**config.mk**
```make
export PLATFORM = sky130hd
export DESIGN_NAME = czono_loader
export DESIGN_NICKNAME = d
export VERILOG_FILES = /design/src/rtl/czono_pkg.sv /design/src/rtl/czono_idx_counter.sv /design/src/rtl/czono_loader.sv
export SDC_FILE = /design/constraint.sdc
export NUM_CORES = 1
export LEC_CHECK = 0
export CORE_ASPECT_RATIO = 2
export CORE_MARGIN = 2
export CORE_UTILIZATION = 49
export DETAILED_ROUTE_END_ITERATION = 8
export GPL_ROUTABILITY_DRIVEN = 1
export PLACE_DENSITY = 0.91
export SYNTH_ARGS = -nofsm -noshare
export SYNTH_HDL_FRONTEND = slang
export SYNTH_SLANG_ARGS = --single-unit
```
**constraint.sdc**
```tcl
create_clock -name clk_i -period 3.9 [get_ports clk_i]
set_input_delay 0.78 -clock clk_i [delete_from_list [all_inputs] [get_ports clk_i]]
set_output_delay 0.78 -clock clk_i [all_outputs]
set_load 0.01 [all_outputs]
```
**src/rtl/czono_pkg.sv**
```systemverilog
// Shared types and width helpers for the constrained-zonotope loader.
// Latency: n/a (package only).
// Backpressure: n/a (package only).
package czono_pkg;

  // Loader FSM. FLUSH covers the cycle in which the final registered write is presented.
  typedef enum logic [3:0] {
    ST_IDLE,
    ST_HDR_N,
    ST_HDR_NG,
    ST_HDR_NC,
    ST_LOAD_C,
    ST_LOAD_G,
    ST_LOAD_A,
    ST_LOAD_B,
    ST_FLUSH,
    ST_DONE,
    ST_ERR
  } loader_state_t;

  // Width needed to hold a dimension value in 0..maxv.
  function automatic int dim_w(input int maxv);
    return $clog2(maxv + 1);
  endfunction

  // Address width for a RAM of the given depth (never zero).
  function automatic int addr_w(input int depth);
    return (depth <= 1) ? 1 : $clog2(depth);
  endfunction

endpackage

```
**src/rtl/czono_idx_counter.sv**
```systemverilog
// Row/column 2-D index counter: col wraps at col_max and bumps row; row wraps at row_max.
// Latency: load/step take effect on the next clock edge; last is combinational from state.
// Backpressure: none; advances only when step is asserted, load has priority over step.
// Ports: load/row_max/col_max latch new limits and zero the indices; step advances;
//        row/col are the current indices; last flags the final (row_max, col_max) position.
module czono_idx_counter #(
  parameter int RW = 4,
  parameter int CW = 3
) (
  input  logic          clk_i,
  input  logic          rstn_i,
  input  logic          load,
  input  logic [RW-1:0] row_max,
  input  logic [CW-1:0] col_max,
  input  logic          step,
  output logic [RW-1:0] row,
  output logic [CW-1:0] col,
  output logic          last
);

  logic [RW-1:0] row_lim;
  logic [CW-1:0] col_lim;

  always_ff @(posedge clk_i or negedge rstn_i) begin
    if (!rstn_i) begin
      row     <= '0;
      col     <= '0;
      row_lim <= '0;
      col_lim <= '0;
    end else if (load) begin
      row     <= '0;
      col     <= '0;
      row_lim <= row_max;
      col_lim <= col_max;
    end else if (step) begin
      if (col == col_lim) begin
        col <= '0;
        row <= (row == row_lim) ? '0 : row + RW'(1);
      end else begin
        col <= col + CW'(1);
      end
    end
  end

  assign last = (row == row_lim) && (col == col_lim);

endmodule

```
**src/rtl/czono_loader.sv**
```systemverilog
// Stream-to-BRAM writer for one constrained zonotope: header n, ng, nc then c, G, A, b.
// Latency: a word accepted at edge k is written (we/addr/wdata) in cycle k+1; done in cycle k+2.
// Backpressure: s_ready high only while header/load states are active; 1 word/cycle, gaps allowed.
// Ports: clk_i/rstn_i clock and async active-low reset; start begins a load from IDLE/ERR;
//        s_data/s_valid/s_ready/s_last input stream; n/ng/nc latched dimensions;
//        c_*, G_*, A_*, b_* RAM write ports; busy/done/err status.
module czono_loader
  import czono_pkg::*;
#(
  parameter int DATA_WIDTH = 32,
  parameter int NMAX       = 10,
  parameter int NGMAX      = 5,
  parameter int NCMAX      = 3
) (
  input  logic                           clk_i,
  input  logic                           rstn_i,
  input  logic                           start,
  input  logic [DATA_WIDTH-1:0]          s_data,
  input  logic                           s_valid,
  output logic                           s_ready,
  input  logic                           s_last,
  output logic [dim_w(NMAX)-1:0]         n,
  output logic [dim_w(NGMAX)-1:0]        ng,
  output logic [dim_w(NCMAX)-1:0]        nc,
  output logic                           c_we,
  output logic [addr_w(NMAX)-1:0]        c_addr,
  output logic [DATA_WIDTH-1:0]          c_wdata,
  output logic                           G_we,
  output logic [addr_w(NMAX)-1:0]        G_raddr,
  output logic [addr_w(NGMAX)-1:0]       G_caddr,
  output logic [DATA_WIDTH-1:0]          G_wdata,
  output logic                           A_we,
  output logic [addr_w(NCMAX)-1:0]       A_raddr,
  output logic [addr_w(NGMAX)-1:0]       A_caddr,
  output logic [DATA_WIDTH-1:0]          A_wdata,
  output logic                           b_we,
  output logic [addr_w(NCMAX)-1:0]       b_addr,
  output logic [DATA_WIDTH-1:0]          b_wdata,
  output logic                           busy,
  output logic                           done,
  output logic                           err
);

  localparam int NW   = dim_w(NMAX);
  localparam int GW   = dim_w(NGMAX);
  localparam int CNW  = dim_w(NCMAX);
  localparam int CAW  = addr_w(NMAX);
  localparam int GCW  = addr_w(NGMAX);
  localparam int AAW  = addr_w(NCMAX);
  localparam int RW   = (CAW > AAW) ? CAW : AAW;
  localparam int COLW = GCW;

  loader_state_t state, state_d, nxt_sec, tgt;

  logic            acc, wr_en, is_final;
  logic            n_ok, ng_ok, nc_ok;
  logic            cnt_load, cnt_step, cnt_last;
  logic [RW-1:0]   cnt_row, lim_row;
  logic [COLW-1:0] cnt_col, lim_col;

  assign acc   = s_valid && s_ready;
  assign n_ok  = (s_data != '0) && (s_data <= DATA_WIDTH'(NMAX));
  assign ng_ok = (s_data <= DATA_WIDTH'(NGMAX));
  assign nc_ok = (s_data <= DATA_WIDTH'(NCMAX));

  // Section that follows the current one; empty sections are skipped.
  always_comb begin
    nxt_sec = ST_FLUSH;
    case (state)
      ST_LOAD_C: nxt_sec = (ng != '0) ? ST_LOAD_G : ((nc != '0) ? ST_LOAD_B : ST_FLUSH);
      ST_LOAD_G: nxt_sec = (nc != '0) ? ST_LOAD_A : ST_FLUSH;
      ST_LOAD_A: nxt_sec = ST_LOAD_B;
      default:   nxt_sec = ST_FLUSH;
    endcase
  end

  // The object's final word is the last index of the last non-empty section.
  assign is_final = cnt_last && (nxt_sec == ST_FLUSH);

  // Counter limits for the section being entered. c and b are single-column.
  always_comb begin
    lim_row = '0;
    lim_col = '0;
    case (tgt)
      ST_LOAD_C: lim_row = RW'(n) - RW'(1);
      ST_LOAD_G: begin
        lim_row = RW'(n) - RW'(1);
        lim_col = COLW'(ng) - COLW'(1);
      end
      ST_LOAD_A: begin
        lim_row = RW'(nc) - RW'(1);
        lim_col = COLW'(ng) - COLW'(1);
      end
      ST_LOAD_B: lim_row = RW'(nc) - RW'(1);
      default: ;
    endcase
  end

  always_ff @(posedge clk_i or negedge rstn_i) begin
    if (!rstn_i) state <= ST_IDLE;
    else         state <= state_d;
  end

  always_comb begin
    state_d  = state;
    s_ready  = 1'b0;
    busy     = 1'b0;
    done     = 1'b0;
    err      = 1'b0;
    tgt      = ST_FLUSH;
    cnt_load = 1'b0;
    cnt_step = 1'b0;
    wr_en    = 1'b0;
    case (state)
      ST_IDLE: if (start) state_d = ST_HDR_N;
      ST_HDR_N: begin
        s_ready = 1'b1;
        busy    = 1'b1;
        if (acc) state_d = (s_last || !n_ok) ? ST_ERR : ST_HDR_NG;
      end
      ST_HDR_NG: begin
        s_ready = 1'b1;
        busy    = 1'b1;
        if (acc) state_d = (s_last || !ng_ok) ? ST_ERR : ST_HDR_NC;
      end
      ST_HDR_NC: begin
        s_ready = 1'b1;
        busy    = 1'b1;
        if (acc) begin
          if (s_last || !nc_ok) begin
            state_d = ST_ERR;
          end else begin
            state_d  = ST_LOAD_C;
            tgt      = ST_LOAD_C;
            cnt_load = 1'b1;
          end
        end
      end
      ST_LOAD_C, ST_LOAD_G, ST_LOAD_A, ST_LOAD_B: begin
        s_ready = 1'b1;
        busy    = 1'b1;
        if (acc) begin
          // A misplaced or missing s_last is caught on the offending word, which is dropped.
          if (s_last != is_final) begin
            state_d = ST_ERR;
          end else begin
            wr_en    = 1'b1;
            cnt_step = 1'b1;
            if (cnt_last) begin
              state_d  = nxt_sec;
              tgt      = nxt_sec;
              cnt_load = (nxt_sec != ST_FLUSH);
            end
          end
        end
      end
      ST_FLUSH: begin
        busy    = 1'b1;
        state_d = ST_DONE;
      end
      ST_DONE: begin
        done    = 1'b1;
        state_d = ST_IDLE;
      end
      ST_ERR: begin
        err = 1'b1;
        if (start) state_d = ST_HDR_N;
      end
      default: state_d = ST_IDLE;
    endcase
  end

  czono_idx_counter #(
    .RW(RW),
    .CW(COLW)
  ) u_idx (
    .clk_i  (clk_i),
    .rstn_i (rstn_i),
    .load   (cnt_load),
    .row_max(lim_row),
    .col_max(lim_col),
    .step   (cnt_step),
    .row    (cnt_row),
    .col    (cnt_col),
    .last   (cnt_last)
  );

  // Dimensions are latched only when the header word is valid.
  always_ff @(posedge clk_i or negedge rstn_i) begin
    if (!rstn_i) begin
      n  <= '0;
      ng <= '0;
      nc <= '0;
    end else if (acc && !s_last) begin
      if (state == ST_HDR_N  && n_ok)  n  <= NW'(s_data);
      if (state == ST_HDR_NG && ng_ok) ng <= GW'(s_data);
      if (state == ST_HDR_NC && nc_ok) nc <= CNW'(s_data);
    end
  end

  // One registered write per accepted payload word.
  always_ff @(posedge clk_i or negedge rstn_i) begin
    if (!rstn_i) begin
      c_we    <= 1'b0;
      c_addr  <= '0;
      c_wdata <= '0;
      G_we    <= 1'b0;
      G_raddr <= '0;
      G_caddr <= '0;
      G_wdata <= '0;
      A_we    <= 1'b0;
      A_raddr <= '0;
      A_caddr <= '0;
      A_wdata <= '0;
      b_we    <= 1'b0;
      b_addr  <= '0;
      b_wdata <= '0;
    end else begin
      c_we <= wr_en && (state == ST_LOAD_C);
      G_we <= wr_en && (state == ST_LOAD_G);
      A_we <= wr_en && (state == ST_LOAD_A);
      b_we <= wr_en && (state == ST_LOAD_B);
      if (wr_en && state == ST_LOAD_C) begin
        c_addr  <= CAW'(cnt_row);
        c_wdata <= s_data;
      end
      if (wr_en && state == ST_LOAD_G) begin
        G_raddr <= CAW'(cnt_row);
        G_caddr <= GCW'(cnt_col);
        G_wdata <= s_data;
      end
      if (wr_en && state == ST_LOAD_A) begin
        A_raddr <= AAW'(cnt_row);
        A_caddr <= GCW'(cnt_col);
        A_wdata <= s_data;
      end
      if (wr_en && state == ST_LOAD_B) begin
        b_addr  <= AAW'(cnt_row);
        b_wdata <= s_data;
      end
    end
  end

endmodule

```
== Word-level counts from Yosys, hierarchy flattened ==
Index checks and enable logic that the tools add are counted.

* Register bits after elaboration: 177
* Input bits: 37
* Word-level logic and storage cells: 135

* Add/subtract/negate cells: 5
* Order comparisons: 3
* Eq/ne operators: 25
* Multiplexer cells: 43
* Reductions and logical operators: 37

{| class="wikitable"
|+ Operator list
! cell !! count
|-
| $mux W4 || 22
|-
| $eq A4 B3 Y1 const B || 8
|-
| $le A32 B2 Y1 const B || 1
|-
| $le A32 B3 Y1 const B || 1
|-
| $le A32 B4 Y1 const B || 1
|-
| $reduce_bool A32 Y1 || 1
|-
| $pmux W4 S6 || 1
|-
| $eq A4 B4 Y1 const B || 4
|-
| $pmux W4 S2 || 2
|-
| $logic_and A1 B1 Y1 || 12
|-
| $mux W1 || 12
|-
| $mux W3 || 4
|-
| $pmux W4 S3 || 1
|-
| $eq A4 B2 Y1 const B || 2
|-
| $ne A2 B2 Y1 const B || 4
|-
| $reduce_and A2 Y1 || 4
|-
| $reduce_or A2 Y1 || 4
|-
| $reduce_or A8 Y1 || 1
|-
| $reduce_or A7 Y1 || 1
|-
| $reduce_and A6 Y1 || 1
|-
| $reduce_bool A2 Y1 || 3
|-
| $add A4 B1 Y4 const B || 1
|-
| $eq A4 B1 Y1 const B || 1
|-
| $eq A4 B4 Y1 || 1
|-
| 15 further kinds || 20
|}

== Logic depth before layout (Yosys ltp) ==
Gate-level depths: netlist of run 1.

* Depth after elaboration: 13
* Mapped depth: 12
* Mapped depth without buffers: 9

== Modules after synthesis ==
From an unflattened synthesis of run 1, not the netlist that was laid out.

* Cell total of the unflattened synthesis: 543
* Area, all modules: 7597.3 um^2

{| class="wikitable"
|+ Modules (own cells, without submodules)
! module !! instances !! cells an instance !! area each (um^2) !! seq. area each (um^2)
|-
| czono_loader || 1 || 481 || 6875.3 || 4078.9
|-
| czono_idx_counter || 1 || 62 || 721.9 || 350.3
|}

== Least setup slack after synthesis of run 1 ==
No wires, ideal clock.

* Path type: reg-to-reg
* Start: register ng[0]
* End: register c_wdata[10]
* Library setup time: 0.125 ns
* Data arrival time: 2.747 ns
* Setup slack: 1.028 ns
* Stages on the path, launching flop included: 12
* Clock period less this slack: 2.872 ns
* Cell sequence: dfrtp_1 inv_1 ha_1 ha_1 and2b_2 o21ai_0 a211oi_2 mux2i_1 buf_4 nor3_4 buf_6 mux2_2

* Cells in the longest elaborated chain, start to end: 10

{| class="wikitable"
|+ Ends and longest elaborated chain
! what !! line !! RTL
|-
| start: declaration || czono_loader.sv:23 || <nowiki>output logic [dim_w(NGMAX)-1:0] ng,</nowiki>
|-
| start signal: assignment || czono_loader.sv:196 || <nowiki>if (state == ST_HDR_NG && ng_ok) ng <= GW'(s_data);</nowiki>
|-
| $reduce_bool A3 Y1 || czono_loader.sv:70 || <nowiki>ST_LOAD_C: nxt_sec = (ng != '0) ? ST_LOAD_G : ((nc != '0) ? ST_LOAD_B : ST_FLUSH);</nowiki>
|-
| $mux W4 || czono_loader.sv:70 ||
|-
| $pmux W4 S3 || czono_loader.sv:69 || <nowiki>case (state)</nowiki>
|-
| $eq A4 B4 Y1 || czono_loader.sv:78 || <nowiki>assign is_final = cnt_last && (nxt_sec == ST_FLUSH);</nowiki>
|-
| $logic_and A1 B1 Y1 || czono_loader.sv:78 ||
|-
| $ne A1 B1 Y1 || czono_loader.sv:144 || <nowiki>if (s_last != is_final) begin</nowiki>
|-
| $mux W1 || czono_loader.sv:144 ||
|-
| $mux W1 || czono_loader.sv:142 || <nowiki>if (acc) begin</nowiki>
|-
| $mux W1 || czono_loader.sv:114 || <nowiki>case (state)</nowiki>
|-
| $logic_and A1 B1 Y1 || czono_loader.sv:223 || <nowiki>if (wr_en && state == ST_LOAD_C) begin</nowiki>
|-
| end signal: assignment || czono_loader.sv:225 || <nowiki>c_wdata <= s_data;</nowiki>
|-
| end: declaration || czono_loader.sv:27 || <nowiki>output logic [DATA_WIDTH-1:0] c_wdata,</nowiki>
|}

No other way between the ends.
A chain may end at the register's enable or synchronous reset.

== Final worst setup path of run 1 ==
* Start: register u_idx.col[0]
* End: register G_wdata[30]

* Cells in the longest elaborated chain, start to end: 8

{| class="wikitable"
|+ Ends and longest elaborated chain
! what !! line !! RTL
|-
| start: declaration || czono_idx_counter.sv:17 || <nowiki>output logic [CW-1:0] col,</nowiki>
|-
| start signal: assignment || czono_idx_counter.sv:40 || <nowiki>col <= col + CW'(1);</nowiki>
|-
| $eq A3 B3 Y1 || czono_idx_counter.sv:45 || <nowiki>assign last = (row == row_lim) && (col == col_lim);</nowiki>
|-
| $logic_and A1 B1 Y1 || czono_idx_counter.sv:45 ||
|-
| $logic_and A1 B1 Y1 || czono_loader.sv:78 ||
|-
| $ne A1 B1 Y1 || czono_loader.sv:144 ||
|-
| $mux W1 || czono_loader.sv:144 ||
|-
| $mux W1 || czono_loader.sv:142 ||
|-
| $mux W1 || czono_loader.sv:114 ||
|-
| $logic_and A1 B1 Y1 || czono_loader.sv:227 || <nowiki>if (wr_en && state == ST_LOAD_G) begin</nowiki>
|-
| end signal: assignment || czono_loader.sv:230 || <nowiki>G_wdata <= s_data;</nowiki>
|-
| end: declaration || czono_loader.sv:31 || <nowiki>output logic [DATA_WIDTH-1:0] G_wdata,</nowiki>
|}

No other way between the ends.

==> summary.md, run 1 <==
| Metric | Value |
|---|---|
| Top cells by area, synth | `dfrtp_1 (58%), mux2_2 (16%), mux2_4 (5.7%)` |
| Rows | `64` |
| Endpoints failing hold | `0` |
| Normalized max-slew margin | `0.272` |
| DR vias | `5329` |
| Residual DRC count | `0` |
| First-pass DRT Iterations | `4` |
| Tmin final | `3.46 ns` |
| Tot GR Track Use | `0.255` |
| Largest net degree at the start of global routing | `84` |
| Die width | `92.4 um` |
| PD cells | `417 mW/mm2` |
| Clk_lat worst skew | `0.43 ns` |
| # IOs | `200` |
| Layout cell share with drive strength beyond 1 | `0.257` |
| FF+latch count, synth | `177` |
| Pleak | `a little under 0.005 uW` |
| Synth area leader | `dfrtp_1` |
| Final period utilization | `0.888` |
| Max-cap viol count | `0` |
| CP Max Fanout | `40` |
| Synth async-reset ratio | `1.00` |
| Part of the power in combinational logic | `0.178` |
| Main synth FF type | `dfrtp_1` |
| Cell chain of the critical path | `xor2_1, or3_1, a211oi_2, mux2i_1, or2_2, buf_12, mux2_2` |
| Per-cell routed wire length | `roughly 21 um` |
| Routability cong. | `0.987` |
| Int Power | `3110 uW` |
| Ant. Diodes | `0` |
| Worst-Margin Slew | `1.09 ns` |
| Critical Path RT | `between 4 and 5 ns` |
| Max Clock Skew | `0.0147 ns` |
| Pins over their slew limit | `0` |
| Sequential Power Share | `0.460` |
| CTS clock-pin slew for the worst setup and hold paths | `approximately 0.070 ns` |
| CTS tree | `yes` |
| Kind of critical path | `flip-flop to flip-flop` |
| Top cells by count, synth | `dfrtp_1 (177), mux2_2 (109), mux2_4 (29), nor2_1 (25), nand2_1 (21)` |
| Post-CTS Hold Buffers | `0` |
| Syn Std Cell Area | `0.00765 mm2` |
| Setup TNS | `0 ns` |
| CP max stage cell | `mux2i_1` |
| Cells after Synth | `roughly 550` |
| Clk pwr share | `0.363` |
| Vias in the first global route | `5878` |
| Placed cell areas | `0.00978 mm2` |
| Sw frac | `0.279` |
| Hpwl dp | `14.7 mm` |
| Initial antenna violation count | `0` |
| Yosys warns | `0` |
| RSZ-0062 raised after global routing | `no` |
| Worst Path Buf+Inv | `1` |
| Psw | `1200 uW` |
| Vias per cell | `5.56` |
| Initial Util | `0.500` |
| Die area | `0.0167 mm2` |
| Port Buffers | `around 200` |
| Sink Count | `177` |
| Worst stage delay on the critical path | `0.82 ns` |
| H-tree Lvls | `4` |
| Register area share after synthesis | `0.579` |
| First-pass GRT wire length | `32.5 mm` |
| Core area | `0.0153 mm2` |
| Cell area after layout | `roughly 0.010 mm2` |
| Crit path max-delay family | `multiplexers` |
| Finish-stage setup viols | `0` |
| Max clock buf depth | `2` |
| Post-CTS setup buffer count | `0` |
| Hold crit path type | `input port to asynchronous set/reset pin` |
| Number of flops mapped to enable cells by yosys | `0` |
| Net total in the final layout | `792` |
| CP arrival | `3.77 ns` |
| CP Launch Type | `flip-flop` |
| Fillers | `between 1000 and 1500` |
| Average instance area after synthesis | `around 14 um2` |
| Fmax | `289 MHz` |
| Die height | `about 180 um` |
| Max IR drop VDD | `roughly 0.00028 V` |
| Grt total ovfl | `0` |
| P&R area growth vs syn | `35.0%` |
| Status | `complete, no violations` |
| Critical path capture point type | `flip-flop` |
| DP Worst Slack | `between 0.3 and 0.4 ns` |
| Post_cts resized | `0` |
| Count of distinct cell types in the synthesized netlist | `57` |
| Synth top area share | `0.579` |
| Post-DRT Antenna Nets | `0` |
| CTS root buffer | `clkbuf_16` |
| Final WS setup | `0.436 ns` |
| Cts bufs inserted | `17` |
| Post-synth net total | `approximately 600` |
| Total wire length | `20.2 mm` |
| Initial DRC Count | `between 200 and 300` |
| Count leader, synth | `dfrtp_1` |
[area by class of cell]
type | count | area, um2 | area share
sequential | 177 | 4430 | 0.429
multi-input combinational | 327 | 2920 | 0.282
timing repair buffer | 212 | 2140 | 0.207
tap | 198 | 248 | 0.0240
clock inverter | 13 | 104 | 0.0101
clock buffer | 18 | 439 | 0.0425
inverter | 13 | 48.8 | 0.00473
[worst paths after layout]
path / startpoint / to / slack (ns) / cells past startpoint
max in group asynchronous: rstn_i / c_wdata[28] / 2.60 / 2
min: rstn_i / n[1] / 0.39 / 1
max reg2reg: u_idx.col[0] / G_wdata[30] / 0.44 / 7
min reg2reg: c_wdata[29] / c_wdata[29] / 0.50 / 1
min in group clk_i: c_wdata[29] / c_wdata[29] / 0.50 / 1
max: u_idx.col[0] / G_wdata[30] / 0.44 / 7
[registers in the layout (all words and copies together) (netlist names)]
name and flops:
nc 2, G_raddr 4, c_wdata 32, u_idx.row 4, b_addr 2, state 4, A_wdata 32, u_idx.row_lim 4
G_we 1, b_wdata 32, c_addr 4, n 4, c_we 1, A_we 1, ng 3, A_caddr 3
G_wdata 32, u_idx.col_lim 3, u_idx.col 3, A_raddr 2, b_we 1, G_caddr 3
[cell families after synthesis]
logic type / synth area share
AOI/OAI and AO/OA: 0.0551
xor gates and xnor gates: 0.0149
adders and majority gates: 0.0114
buffers and inverters: 0.0399
DFF: 0.579
muxes: 0.237
and+or+nand+nor: 0.0623
[layer usage]
layer  global-route usage  vias to the layer above  part of all wire
li1                     -                     2348                 -
met1                0.271                     2729              0.35
met2                0.467                      200              0.56
met3               0.0417                       52             0.035
met4                0.141                        0             0.047
met5                    0                        -                 0
[cell usage in the layout (no fill, tap or decap), drive strengths merged, types with 3 or more instances in the layout]
cell,synthesis,final
a21o,3,3
a21oi,11,11
a22o,8,8
buf,16,14
clkbuf,16,18
clkdlybuf4s50,0,198
clkinv,0,7
dfrtp,177,177
ha,7,7
inv,13,17
mux2,148,148
mux2i,4,4
nand2,21,21
nand2b,4,4
nand3,5,5
nand4,3,3
nor2,25,25
nor3,8,8
nor3b,3,3
nor4,9,9
o21ai,20,20
o22ai,4,4
or3,4,4
xnor2,10,10
xor2,3,3
[per-stage QoR]
stage / instances / total power, uW / utilization / hold slack [ns]
2_1_floorplan: 549 / 2430 / - / 0.484
3_3_place_gp: 927 / 2760 / 0.640 / 0.479
3_5_place_dp: 927 / 2770 / 0.640 / 0.491
4_1_cts: 958 / 4340 / 0.675 / 0.420
5_1_grt: 958 / 4500 / 0.675 / 0.456
6_report: 958 / 4310 / 0.675 / 0.390
[power by group through the flow]
stage / logic [uW] / clock network [uW] / registers (uW)
final: 766 / 1560 / 1980
after global routing: 837 / 1670 / 1990
after CTS: 766 / 1600 / 1980
after detailed placement: 760 / 0 / 2010
after global placement: 749 / 0 / 2010
after floorplan: 429 / 0 / 2000
Note: power is estimated with default switching activity, not from simulation.
==> run 2: changes to the inputs <==
SYNTH_HIERARCHICAL = 1   (was unset)
==> run 2 against run 1 <==
  * Clock skew is 0.0049 ns lower
  * Critical endpoint is now c_wdata[30]
  * Die area is 0.66% lower
  * Power shrank 5.6%
  * Non-clock buffer count rose by 3
  * Utilization is 1.3 points higher
  * Global-route usage rose by 0.65 points
  * Critical path depth grew 3
  * Hold slack worse by 0.027 ns
  * First-iteration DRC count rose by 3.4%
  * Critical path type unchanged
  * Count of clock-buffer cells in the layout is 3 higher
  * Highest routed layer unchanged
  * Area after synthesis decreased by 0.69%
==> summary.md, run 2 <==
| Metric | Value |
|---|---|
| Post-CTS Hold Buffers | `0 (unchanged)` |
| CTS clock-pin slew for the worst setup and hold paths | `0.06 ns (about the same)` |
| Sink Count | `177 (unchanged)` |
| Endpoints failing hold | `0 (unchanged)` |
| Yosys warns | `6 (+6)` |
| Residual DRC count | `0 (unchanged)` |
| Max-cap viol count | `0 (unchanged)` |
| CTS root buffer | `clkbuf_16` |
| Commonest cells after routing, fill and taps aside | `clkdlybuf4s50_1 (198), dfrtp_1 (177), mux2_2 (123)` |
| Vias per cell | `5.57 (about the same)` |
| P&R area growth vs syn | `37.8%` |
| Top cells by area, synth | `dfrtp_1 (58%), mux2_2 (18%), mux2_4 (5.7%)` |
| Count leader, synth | `dfrtp_1` |
| Top cells by count, synth | `dfrtp_1 (177), mux2_2 (123), mux2_4 (29), nand2_1 (20), nor2_1 (17)` |
| Met2 WL | `11.9 mm (+5.2%)` |
| Setup TNS | `0 ns (unchanged)` |
| Cells after Synth | `543 (-1.1%)` |
| Most common cell after layout, fill and taps aside | `clkdlybuf4s50_1` |
| Initial Util | `0.499 (-0.000822)` |
| Die width | `92.0 um (-0.33%)` |
| CTS tree | `yes` |
| Pins over their slew limit | `0 (unchanged)` |
| Layout cell share with drive strength beyond 1 | `0.278 (+0.0216)` |
| Synth area leader | `dfrtp_1` |
| CP Launch Type | `flip-flop` |
| Final Power | `4070 uW (-5.6%)` |
| Cts bufs inserted | `17 (unchanged)` |
| Register area share after synthesis | `0.583 (+0.00400)` |
| Max IR drop VDD | `0.000325 V (+18%)` |
| Synth top area share | `0.583 (+0.00400)` |
| R2R Setup Slk | `0.59 ns (+0.16 ns)` |
| Rows | `64 (unchanged)` |
| # IOs | `200 (unchanged)` |
| PD cells | `389 mW/mm2 (-6.9%)` |
| FF+latch count, synth | `177 (unchanged)` |
| Max clock buf depth | `2 (unchanged)` |
| Largest net degree at the start of global routing | `72 (-14%)` |
| Grt total ovfl | `0 (unchanged)` |
| Normalized max-slew margin | `0.576 (+0.304)` |
| Hold crit path type | `input port to asynchronous set/reset pin` |
| Die height | `180 um (-0.33%)` |
| First-pass DRT Iterations | `4 (unchanged)` |
| Post-synth net total | `587 (-1.0%)` |
| Clk_lat worst skew | `0.42 ns (about the same)` |
| Post-DRT Antenna Nets | `0 (unchanged)` |
| Critical path capture point type | `flip-flop` |
| Ant. Diodes | `0 (unchanged)` |
| Max Used Layer | `met4` |
| Post-route met1 wirelength | `6.84 mm (-4.5%)` |
| Die area | `0.0166 mm2 (-0.66%)` |
| CP arrival | `3.60 ns (-0.17 ns)` |
| Core area | `0.0152 mm2 (-0.52%)` |
| Total wire length | `20.8 mm (+2.9%)` |
| Critical Path RT | `4.20 ns (about the same)` |
| Post_cts resized | `0 (unchanged)` |
| CP Max Fanout | `18 (-55%)` |
| Final Instance Count excl. Fillers | `960 (+0.21%)` |
| Worst-Margin Slew | `0.635 ns (-0.456 ns)` |
| Finish-stage setup viols | `0 (unchanged)` |
| Fmax | `302 MHz (+4.7%)` |
| Hpwl dp | `15.3 mm (+3.8%)` |
| Pleak | `0.00492 uW (-0.90%)` |
| Per-cell routed wire length | `21.6 um (+2.7%)` |
| Status | `complete, no violations` |
| Main synth FF type | `dfrtp_1` |
| Synth async-reset ratio | `1.00 (unchanged)` |
| First-pass GRT wire length | `33.0 mm (+1.4%)` |
| Final period utilization | `0.848 (-0.0402)` |
| Kind of critical path | `flip-flop to flip-flop` |
| Count of distinct cell types in the synthesized netlist | `52 (-8.8%)` |
| Met3 wire length | `819 um (+16%)` |
| Syn Std Cell Area | `0.00760 mm2 (-0.69%)` |
| Port Buffers | `199 (unchanged)` |
| Reg2reg start | `u_idx/col[2]` |
| Reg2Reg Depth | `10 (+3)` |
| RSZ-0062 raised after global routing | `no` |
| Tmin final | `3.31 ns (-0.157 ns)` |
| DR vias | `5344 (+0.28%)` |
| Initial DRC Count | `305 (+3.4%)` |
| Vias in the first global route | `5911 (+0.56%)` |
| Average instance area after synthesis | `14.0 um2 (+0.41%)` |
| Placed insts | `928 (+0.11%)` |
| Worst R2R End | `c_wdata[30]` |
| Max Clock Skew | `0.00982 ns (-0.00487 ns)` |
| Net total in the final layout | `793 (+0.13%)` |
| H-tree Lvls | `4 (unchanged)` |
| Tot GR Track Use | `0.261 (+0.00648)` |
| Number of flops mapped to enable cells by yosys | `0 (unchanged)` |
| Post-CTS setup buffer count | `0 (unchanged)` |
| Initial antenna violation count | `0 (unchanged)` |
| Routability cong. | `0.906 (-8.2%)` |
-- run 2: cell types whose count changed after synthesis, moves of 4 or more --
cell       delta
nor4_1        -4
nand2b_1      +5
nor2_1        -8
clkbuf_1      -7
o2bb2ai_1     +4
a211oi_1      +4
buf_2        +10
clkbuf_8      -4
mux2_2       +14
o21ai_0       -6
a21oi_1       -5
a22o_1        -7
-- run 2: routing by layer --
layer  up-vias  track usage
met3        67       0.0514
li1       2340            -
met4         0        0.151
met2       212        0.491
met1      2725        0.259
met5         -            0
-- run 2: cells by family (layout without fill, tap and decap cells) --
logic type | Yosys count | count (layout) | synth area share
flip-flops | 177 | 177 | 0.583
multiplexers | 160 | 160 | 0.251
AND/OR/NAND/NOR | 94 | 94 | 0.0659
AO/OA/AOI/OAI | 49 | 49 | 0.0445
buffers and inverters | 42 | 261 | 0.0277
XOR/XNOR | 14 | 14 | 0.0161
adder cells (fa/ha/maj) | 7 | 7 | 0.0115
-- run 2: cell type report --
class,count,area (um2)
inverter,14,52.6
tap,198,248
clock buffer,21,470
sequential,177,4430
clock inverter,11,129
multi-input combinational,324,2980
timing repair buffer,215,2160
fill,1030,4740
-- run 2: where the power goes --
part,total (uW),internal [uW],switching (uW)
clock network,1700,1000,704
logic,442,190,253
registers,1920,1850,72.9
-- run 2: stage by stage --
stage / hold WS [ns] / util / worst slack (ns) / area, um2
floorplan: 0.480 / - / 1.09 / 7600
global placement: 0.490 / 0.649 / 0.386 / 9870
detailed placement: 0.495 / 0.649 / 0.251 / 9870
CTS: 0.370 / 0.688 / 0.610 / 10500
global route: 0.402 / 0.688 / 0.430 / 10500
finish: 0.363 / 0.688 / 0.593 / 10500
-- run 2: how the worst max path moves through the flow --
| stage | slack (ns) | from | to |
|---|---|---|---|
| 2_1_floorplan | 1.09 | ng[0] | c_addr[3] |
| 3_3_place_gp | 0.39 | s_data[5] | u_idx/row[0] |
| 3_5_place_dp | 0.25 | s_data[7] | n[2] |
| 4_1_cts | 0.61 | u_idx/col[2] | c_wdata[30] |
| 5_1_grt | 0.43 | u_idx/col[2] | c_wdata[30] |
| 6_report | 0.59 | u_idx/col[2] | c_wdata[30] |
-- run 2: worst max-delay path, stage by stage (launching register included) --
cell and delay, ns:
dfrtp_1 0.45, xnor2_1 0.28, nand3_1 0.23, nor2_1 0.20, buf_4 0.16, o221ai_2 0.09
xnor2_1 0.21, or3_1 0.38, or3_2 0.61, buf_12 0.24, mux2_4 0.31
==> run 3: changes to the inputs <==
CORE_UTILIZATION = 44   (was 49)
PLACE_DENSITY = 0.87   (was 0.91)
clock period = 2.77 ns   (was 3.9 ns; I/O delays follow)
==> run 3 against run 2 <==
  * Non-clock buffer count rose by 73
  * Global-route usage shrank 3.5 points
  * Sequential power up 40%
  * Utilization decreased by 2.4 points
  * Via count grew 4.2%
  * Sequential cell count did not move
  * Largest cell class unchanged
==> summary.md, run 3 (synthesis gave the netlist of run 2 again) <==
| Metric | Value |
|---|---|
| CP Launch Type | `flip-flop` |
| Max clock buf depth | `2 (unchanged)` |
| P&R area growth vs syn | `49.5%` |
| Sequential Power Share | `0.454 (-0.019)` |
| Initial Util | `0.444 (-0.0551)` |
| Initial antenna violation count | `0 (unchanged)` |
| Largest net degree at the start of global routing | `71 (-1.4%)` |
| Max IR drop VDD | `0.000463 V (+43%)` |
| Routability cong. | `0.946 (+4.3%)` |
| Max-cap viol count | `0 (unchanged)` |
| Tot GR Track Use | `0.227 (-0.0346)` |
| CTS root buffer | `clkbuf_16` |
| Grt total ovfl | `0 (unchanged)` |
| Int Power | `4260 uW (+40%)` |
| Worst R2R End | `G_wdata[31]` |
| Die width | `96.9 um (+5.3%)` |
| Layout cell share with drive strength beyond 1 | `0.366 (+0.0883)` |
| Final Instance Count excl. Fillers | `1045 (+8.9%)` |
| DR vias | `5570 (+4.2%)` |
| Finish-stage setup viols | `0 (unchanged)` |
| Cts bufs inserted | `17 (unchanged)` |
| Fmax | `370 MHz (+22%)` |
| Clk_lat worst skew | `0.44 ns (+0.02 ns)` |
| Max Clock Skew | `0.0122 ns (+0.00234 ns)` |
| Net total in the final layout | `866 (+9.2%)` |
| Commonest cells after routing, fill and taps aside | `clkdlybuf4s50_1 (198), dfrtp_1 (175), mux2_2 (100)` |
| CTS tree | `yes` |
| Per-cell routed wire length | `20.1 um (-7.1%)` |
| Critical Path RT | `3.08 ns (-1.12 ns)` |
| Post-DRT Antenna Nets | `0 (unchanged)` |
| Ant. Diodes | `0 (unchanged)` |
| Pins over their slew limit | `0 (unchanged)` |
| Final core occ | `0.664 (-0.0241)` |
| Sink Count | `177 (unchanged)` |
| Pleak | `0.00538 uW (+9.3%)` |
| Initial DRC Count | `332 (+8.9%)` |
| Rows | `68 (+6.3%)` |
| # IOs | `200 (unchanged)` |
| CTS clock-pin slew for the worst setup and hold paths | `0.08 ns (+0.02 ns)` |
| Hold crit path type | `input port to asynchronous set/reset pin` |
| Clk pwr share | `0.410 (-0.009)` |
| Placed insts | `1006 (+8.4%)` |
| Critical path capture point type | `flip-flop` |
| Core area | `0.0171 mm2 (+12%)` |
| Vias per cell | `5.33 (-4.2%)` |
| Total wire length | `21.0 mm (+1.1%)` |
| R2R Setup Slk | `0.07 ns (-0.53 ns)` |
| Residual DRC count | `0 (unchanged)` |
| Sw frac | `0.277 (+0.0239)` |
| Die area | `0.0184 mm2 (+11%)` |
| Normalized max-slew margin | `0.555 (-0.0212)` |
| Psw | `1630 uW (+58%)` |
| RSZ-0062 raised after global routing | `no` |
| Reg2Reg Depth | `11 (+1)` |
| Reg2reg start | `u_idx/row_lim[2]` |
| Vias in the first global route | `5870 (-0.69%)` |
| Setup TNS | `0 ns (unchanged)` |
| Placed cell areas | `0.0105 mm2 (+5.9%)` |
| Cell area after layout | `0.0114 mm2 (+8.5%)` |
| First-pass DRT Iterations | `6 (+2)` |
| CP Max Fanout | `8 (-10)` |
| Worst-Margin Slew | `0.667 ns (+0.0318 ns)` |
| Final period utilization | `0.976 (+0.128)` |
| Part of the power in combinational logic | `0.136 (+0.027)` |
| Most common cell after layout, fill and taps aside | `clkdlybuf4s50_1` |
| PD cells | `518 mW/mm2 (+33%)` |
| Endpoints failing hold | `0 (unchanged)` |
| Status | `complete, no violations` |
| CP arrival | `3.02 ns (-0.58 ns)` |
| First-pass GRT wire length | `32.7 mm (-0.69%)` |
| Kind of critical path | `flip-flop to flip-flop` |
| Hpwl dp | `14.6 mm (-4.8%)` |
| H-tree Lvls | `4 (unchanged)` |
| Port Buffers | `199 (unchanged)` |
| Tmin final | `2.70 ns (-0.604 ns)` |
| Die height | `190 um (+5.4%)` |
==> run 3: how the worst max path moves through the flow <==
stage,start,end,cells after the start
6_report,u_idx/row_lim[2],G_wdata[31],11
5_1_grt,u_idx/row_lim[3],G_caddr[1],11
4_1_cts,u_idx/row[2],G_wdata[14],10
3_5_place_dp,s_data[30],u_idx/row_lim[3],9
3_3_place_gp,s_data[23],n[3],8
2_1_floorplan,ng[0],c_addr[3],12
==> run 3: final cells by class <==
type                            instances  area (um2)
Clock buffer                           17         425
Clock inverter                         15         166
Fill cell                            1191        5740
Inverter                               14        52.6
Multi-Input combinational cell        324        3200
Sequential cell                       177        4430
Tap cell                              210         263
Timing Repair Buffer                  288        2820
==> run 3: power groups by stage <==
stage	clock [uW]	sequential, uW	combinational (uW)
after floorplan	0	2670	414
after global placement	0	2710	757
after detailed placement	0	2710	766
after CTS	2470	2660	776
after global routing	2580	2680	865
final	2420	2680	798
==> run 3: what timing repair did <==
action / in CTS / in global routing
setup endpoints to repair: 63 / 161
cloned: 0 / 3
hold buffers: 0 / 0
resized for setup: 7 / 37
buffers inserted: 0 / 4
pin swaps: 4 / 9
==> run 3: per-layer routing <==
| layer | share of wire | up-vias | GRT usage |
|---|---|---|---|
| li1 | - | 2493 | - |
| met1 | 0.40 | 2799 | 0.282 |
| met2 | 0.48 | 243 | 0.363 |
| met3 | 0.093 | 35 | 0.0849 |
| met4 | 0.024 | 0 | 0.0823 |
| met5 | 0 | - | 0 |
==> run 3: worst max-delay path, cell delays in order (launching register included) <==
cell and delay (ns):
dfrtp_1 0.41, xnor2_2 0.20, nand4_1 0.20, nor2_4 0.20
o221ai_4 0.14, xnor2_2 0.16, or3_4 0.35, buf_6 0.15
nor2_4 0.14, buf_12 0.14, clkbuf_16 0.18, mux2_4 0.31
==> run 3: stage by stage <==
stage	total power [uW]	setup slack, ns	hold WS [ns]
after global routing	6130	0.00559	0.193
after detailed placement	3480	-0.408	0.493
after floorplan	3080	0.0110	0.258
after global placement	3470	-0.411	0.487
after CTS	5910	-0.000766	0.146
final	5890	0.0670	0.144
